$ cat src/rtl/stack_ctrl.sv
// Stack sequencer for the 13-entry stack register file. Accepts one command per
// cycle over valid/ready, owns the stack counter, and issues the register-file
// write for each command. SWAP takes two cycles: it first collapses the top two
// entries into one, then pushes the saved second entry back on top.
module stack_ctrl #(
  parameter int unsigned DEPTH = 13
) (
  input  logic       clk,
  input  logic       reset,
  input  logic       req_valid,
  output logic       req_ready,
  input  logic [2:0] req_cmd,
  input  logic [7:0] req_imm,
  input  logic       clr_err,
  output logic       rf_we,
  output logic [1:0] rf_op,
  output logic [7:0] rf_di,
  output logic [3:0] rf_sc,
  input  logic [7:0] rf_do_a,
  input  logic [7:0] rf_do_b,
  output logic [7:0] top,
  output logic       top_valid,
  output logic       resp_valid,
  output logic       resp_err,
  output logic       err_ovf,
  output logic       err_unf
);

  localparam logic [2:0] CmdNop  = 3'b000;
  localparam logic [2:0] CmdPush = 3'b001;
  localparam logic [2:0] CmdPop  = 3'b010;
  localparam logic [2:0] CmdDup  = 3'b011;
  localparam logic [2:0] CmdAdd  = 3'b100;
  localparam logic [2:0] CmdSub  = 3'b101;
  localparam logic [2:0] CmdAnd  = 3'b110;
  localparam logic [2:0] CmdSwap = 3'b111;

  localparam logic [1:0] OpNone = 2'b00;
  localparam logic [1:0] OpAdv  = 2'b01;  // writes core[sc]
  localparam logic [1:0] OpDes  = 2'b10;  // writes core[sc-2]

  localparam logic [3:0] DepthW = 4'(DEPTH);

  typedef enum logic [0:0] {StIdle, StSwap2} state_e;

  state_e      state_q, state_d;
  logic [3:0]  sc_q, sc_d;
  logic [7:0]  swap_b_q, swap_b_d;
  logic        resp_valid_q, resp_valid_d;
  logic        resp_err_q, resp_err_d;
  logic        err_ovf_q, err_ovf_d;
  logic        err_unf_q, err_unf_d;

  logic        we_c;
  logic [1:0]  op_c;
  logic        ovf_set, unf_set;
  logic        has1, has2, full;

  assign has1 = (sc_q != 4'd0);
  assign has2 = (sc_q >= 4'd2);
  assign full = (sc_q >= DepthW);

  assign req_ready = (state_q == StIdle) && !reset;

  // Decode the current command (or the SWAP2 step) into the write and next state.
  always_comb begin
    we_c         = 1'b0;
    op_c         = OpNone;
    rf_di        = 8'h00;
    sc_d         = sc_q;
    state_d      = state_q;
    swap_b_d     = swap_b_q;
    resp_valid_d = 1'b0;
    resp_err_d   = 1'b0;
    ovf_set      = 1'b0;
    unf_set      = 1'b0;

    if (state_q == StSwap2) begin
      we_c         = 1'b1;
      op_c         = OpAdv;
      rf_di        = swap_b_q;
      sc_d         = sc_q + 4'd1;
      state_d      = StIdle;
      resp_valid_d = 1'b1;
    end else if (req_valid && req_ready) begin
      resp_valid_d = 1'b1;
      unique case (req_cmd)
        CmdNop: ;
        CmdPush: begin
          if (!full) begin
            we_c  = 1'b1;
            op_c  = OpAdv;
            rf_di = req_imm;
            sc_d  = sc_q + 4'd1;
          end else begin
            ovf_set = 1'b1;
          end
        end
        CmdPop: begin
          if (has1) sc_d = sc_q - 4'd1;
          else      unf_set = 1'b1;
        end
        CmdDup: begin
          if (full) begin
            ovf_set = 1'b1;
          end else if (!has1) begin
            unf_set = 1'b1;
          end else begin
            we_c  = 1'b1;
            op_c  = OpAdv;
            rf_di = rf_do_a;
            sc_d  = sc_q + 4'd1;
          end
        end
        CmdAdd, CmdSub, CmdAnd: begin
          if (has2) begin
            we_c  = 1'b1;
            op_c  = OpDes;
            sc_d  = sc_q - 4'd1;
            if (req_cmd == CmdAdd)      rf_di = rf_do_b + rf_do_a;
            else if (req_cmd == CmdSub) rf_di = rf_do_b - rf_do_a;
            else                        rf_di = rf_do_b & rf_do_a;
          end else begin
            unf_set = 1'b1;
          end
        end
        CmdSwap: begin
          if (has2) begin
            // Overwrite next with top, then push the old next back in SWAP2.
            we_c         = 1'b1;
            op_c         = OpDes;
            rf_di        = rf_do_a;
            sc_d         = sc_q - 4'd1;
            swap_b_d     = rf_do_b;
            state_d      = StSwap2;
            resp_valid_d = 1'b0;
          end else begin
            unf_set = 1'b1;
          end
        end
        default: ;
      endcase
      resp_err_d = ovf_set | unf_set;
    end

    // A new error wins over a same-edge clear.
    err_ovf_d = ovf_set | (err_ovf_q & ~clr_err);
    err_unf_d = unf_set | (err_unf_q & ~clr_err);
  end

  // Reset kills any pending write at once, including an in-flight SWAP2.
  assign rf_we = we_c & ~reset;
  assign rf_op = reset ? OpNone : op_c;

  assign rf_sc      = sc_q;
  assign top        = rf_do_a;
  assign top_valid  = has1;
  assign resp_valid = resp_valid_q;
  assign resp_err   = resp_err_q;
  assign err_ovf    = err_ovf_q;
  assign err_unf    = err_unf_q;

  // State, counter, saved SWAP operand, response and sticky error registers.
  always_ff @(posedge clk or posedge reset) begin
    if (reset) begin
      state_q      <= StIdle;
      sc_q         <= 4'd0;
      swap_b_q     <= 8'h00;
      resp_valid_q <= 1'b0;
      resp_err_q   <= 1'b0;
      err_ovf_q    <= 1'b0;
      err_unf_q    <= 1'b0;
    end else begin
      state_q      <= state_d;
      sc_q         <= sc_d;
      swap_b_q     <= swap_b_d;
      resp_valid_q <= resp_valid_d;
      resp_err_q   <= resp_err_d;
      err_ovf_q    <= err_ovf_d;
      err_unf_q    <= err_unf_d;
    end
  end

endmodule

$ cat config.mk
export PLATFORM = sky130hd
export DESIGN_NAME = stack_ctrl
export DESIGN_NICKNAME = d
export VERILOG_FILES = /design/src/rtl/stack_ctrl.sv
export SDC_FILE = /design/constraint.sdc
export NUM_CORES = 1
export LEC_CHECK = 0
export ABC_AREA = 1
export BUFFER_PORTS_ARGS = -buffer_cell sky130_fd_sc_hd__buf_2
export CAP_MARGIN = 20
export CELL_PAD_IN_SITES_DETAIL_PLACEMENT = 1
export CELL_PAD_IN_SITES_GLOBAL_PLACEMENT = 1
export CORE_UTILIZATION = 35
export DETAILED_ROUTE_END_ITERATION = 10
export PLACE_DENSITY_LB_ADDON = 0.1
export SYNTH_ARGS = -nofsm -noshare
export SYNTH_HDL_FRONTEND = slang
export SYNTH_SLANG_ARGS = --single-unit
$ cat constraint.sdc
create_clock -name clk -period 2.4 [get_ports clk]
set_input_delay 0.12 -clock clk [delete_from_list [all_inputs] [get_ports clk]]
set_output_delay 0.12 -clock clk [all_outputs]
set_load 0.02 [all_outputs]
==> qor.txt <==
Crit-path max FO -> 8
Sequential fraction of the synthesis area -> 20.25%
Global Route met1 Usage -> 29.67%
Yosys reg bits -> 17
Tcrit/Tclk final -> 93.85%
LEAKAGE -> 1.448 nW
FP Rows -> 27
H-tree Lvls -> 1
Post-synth top flop -> dfrtp_1
RR Startpoint -> rf_sc[0]
Syn avg cell area -> 6.366 sq um
Setup ws final -> 147.6 ps
Area Growth Syn to Fin -> 17.51%
Async set-reset flop share out of synthesis -> 100.0%
Gr usage total -> 21.81%
Post-synth top area share -> 20.73%
Overall die height -> 79.48 microns
Via density -> 4.960
Max Slew Vio Count -> 0
Dominant combinational cell family by area after synthesis -> simple AND/OR/NAND/NOR gates
ANT nets after route -> 0
RSZ-0062 raised after global routing -> false
Core area -> 0.005642 sq mm
RR Endpoint -> swap_b_q[1]
Hpwl dp -> 5365 microns
Wire per inst -> 14.45 microns
Post-Synth Simple-Gate Area -> 35.91%
Port-buffer cells -> 59
GPL Wtd Cong -> 0.8151
Maxcap violations -> 0
Final-report hold violation count -> 0
Number of CTS-inserted buffers -> 3
Power per cell area -> 665.5 mW/mm^2
Synthesized net count -> 383
Critical path data required time -> 2280 ps
Fin crit period -> 2252 ps
Multiplexer area fraction after synthesis -> 0%
Post-place setup slack -> 261.5 ps
Crit path kind -> reg2out
CP startpoint kind -> flop
Final nets -> 434
Fin Setup TNS -> 0 ps
Design Area, Final -> 0.002469 sq mm
Ys Warns -> 0
Most common cell in the netlist -> nand2_1
Global route total overflow -> 0
Reg2Reg Depth -> 9
CTS tree -> built
Worst Hold Class -> in2async
Max Freq -> 0.4440 GHz
Clock-pin slew on the worst setup and hold paths -> 70 ps
Final WL -> 6531 microns
Clock sinks -> 17
Final Skew -> 2.179 ps
Largest net degree at the start of global routing -> 18
Root Driver -> clkbuf_8
R2r setup slk -> 630 ps
Synth cell types -> 31
Top cells by count, synth -> nand2_1, inv_1, nand3_1
Clock Latency Late Sink -> 250 ps
I/O pins -> 60
Initial DRC count -> 93
DIE WIDTH -> 79.48 microns
Wire length of the first global-routing pass -> 10,730 microns
Fill count -> 786
Critical Path Start -> rf_sc[0]
Synth area leaders -> nand2_1, dfrtp_1, ha_1, inv_1, nand3_1
Storage cell area -> 427.9 sq um
Outcome -> finished clean
DR DRC count -> 0
Synth Instances -> 330
Final core utilization -> 43.76%
Post-synth EDFFs -> 0
Worst Tran Pin Value -> 726.7 ps
Post-Syn Area -> 0.002101 sq mm
Layout cells sized above 1 -> 22.37%
Worst IR Drop VDD -> 0.3794 mV
Slew HR -> 51.50%
Met2 Use GR -> 37.18%
First drt pass iteration count -> 4
Global route hottest layer -> met2
Initial antenna violation count -> 0
Crit path capture type -> output port
Vias in the first global route -> 2,240
Antenna diodes -> 0
CTS Hold Bufs -> 0
Final setup viols -> 0
Vias -> 2,242
CP arrival -> 2130 ps
Starting Density -> 37.24%
Met3 usage -> 3.429%
Post-Place Cell Area -> 0.002399 sq mm
Compound-gate portion of the synthesized area -> 10.96%
Die Area -> 0.006316 sq mm
Clock buffer depth -> 2
Multi-input gate area -> 0.001400 sq mm
Synth area leader -> nand2_1
Synth Area in XOR/XNOR -> 5.003%
Adder-cell share of the synthesized area -> 13.82%
==> metal layers <==
metal | wire [microns] | vias to the layer above
met3 | 227 | 2
met4 | 31 | 0
li1 | - | 1133
met5 | 0 | -
met1 | 3247 | 1058
met2 | 3024 | 49
==> state kept, by name (all words and copies together), names as in the netlist <==
register / cells
resp_valid: 1
err_unf: 1
state_q: 1
rf_sc: 4
swap_b_q: 8
err_ovf: 1
resp_err: 1
==> worst max-delay path: stages, from the launching register on <==
cell     delay (ps)
dfrtp_2         420
inv_1           110
ha_1            200
nor2_1          120
nand2_1         140
nand4_2         150
nand2_2         180
a22oi_1         180
nand2_1          90
nand2_1          70
nand2_1          60
buf_2           160
==> stage by stage <==
stage	std cells	hold WS, ps	total power [mW]
2_1_floorplan	330	46.07	1.138
3_3_place_gp	448	289.0	1.378
3_5_place_dp	448	312.0	1.409
4_1_cts	452	29.81	1.640
5_1_grt	452	67.04	1.798
6_report	452	13.19	1.643
==> power by group <==
| part | switching [mW] | total [mW] | internal [mW] |
|---|---|---|---|
| Clock | 0.103 | 0.221 | 0.118 |
| Combinational | 0.602 | 0.926 | 0.325 |
| Sequential | 0.0986 | 0.495 | 0.397 |
==> worst max path at each step <==
stage | end | slack (ps) | depth (start not counted)
floorplan | rf_di[0] | 500 | 7
global placement | rf_di[3] | 340 | 11
detailed placement | rf_di[2] | 260 | 11
CTS | rf_di[5] | 50 | 11
global route | rf_di[3] | 20 | 11
finish | rf_di[2] | 150 | 11
==> layout make-up <==
cell class | count | share of cell area [%]
Clock buffer | 4 | 1.825
Inverter | 50 | 7.907
Multi-Input combinational cell | 248 | 56.72
Sequential cell | 17 | 17.33
Tap cell | 72 | 3.649
Timing Repair Buffer | 61 | 12.57
==> layout by cell type, fill, tap and decap left out, drive strengths merged, types with 2 or more instances in the layout <==
cell type	count
fa	2
buf	61
nor2	20
nand2	119
inv	50
a22oi	6
clkbuf	4
xor2	11
nor3	2
a21oi	14
ha	20
nand3	26
o211ai	2
o21ai	17
dfrtp	17
nand4	5
==> kinds of logic (layout without fill, tap and decap cells) <==
family                   count (synthesis)  count (layout)
flip-flops                              17              17
AO/OA/AOI/OAI                           41              41
buffers and inverters                   65             115
AND/OR/NAND/NOR                        173             173
adder cells (fa/ha/maj)                 22              22
XOR/XNOR                                12              12
==> what timing repair did <==
item,4_1_cts,5_1_grt
gates cloned,0,0
setup endpoints to repair,5,8
setup buffers,0,0
resized for setup,1,7
No activity file was read; power rests on OpenSTA's default activity.
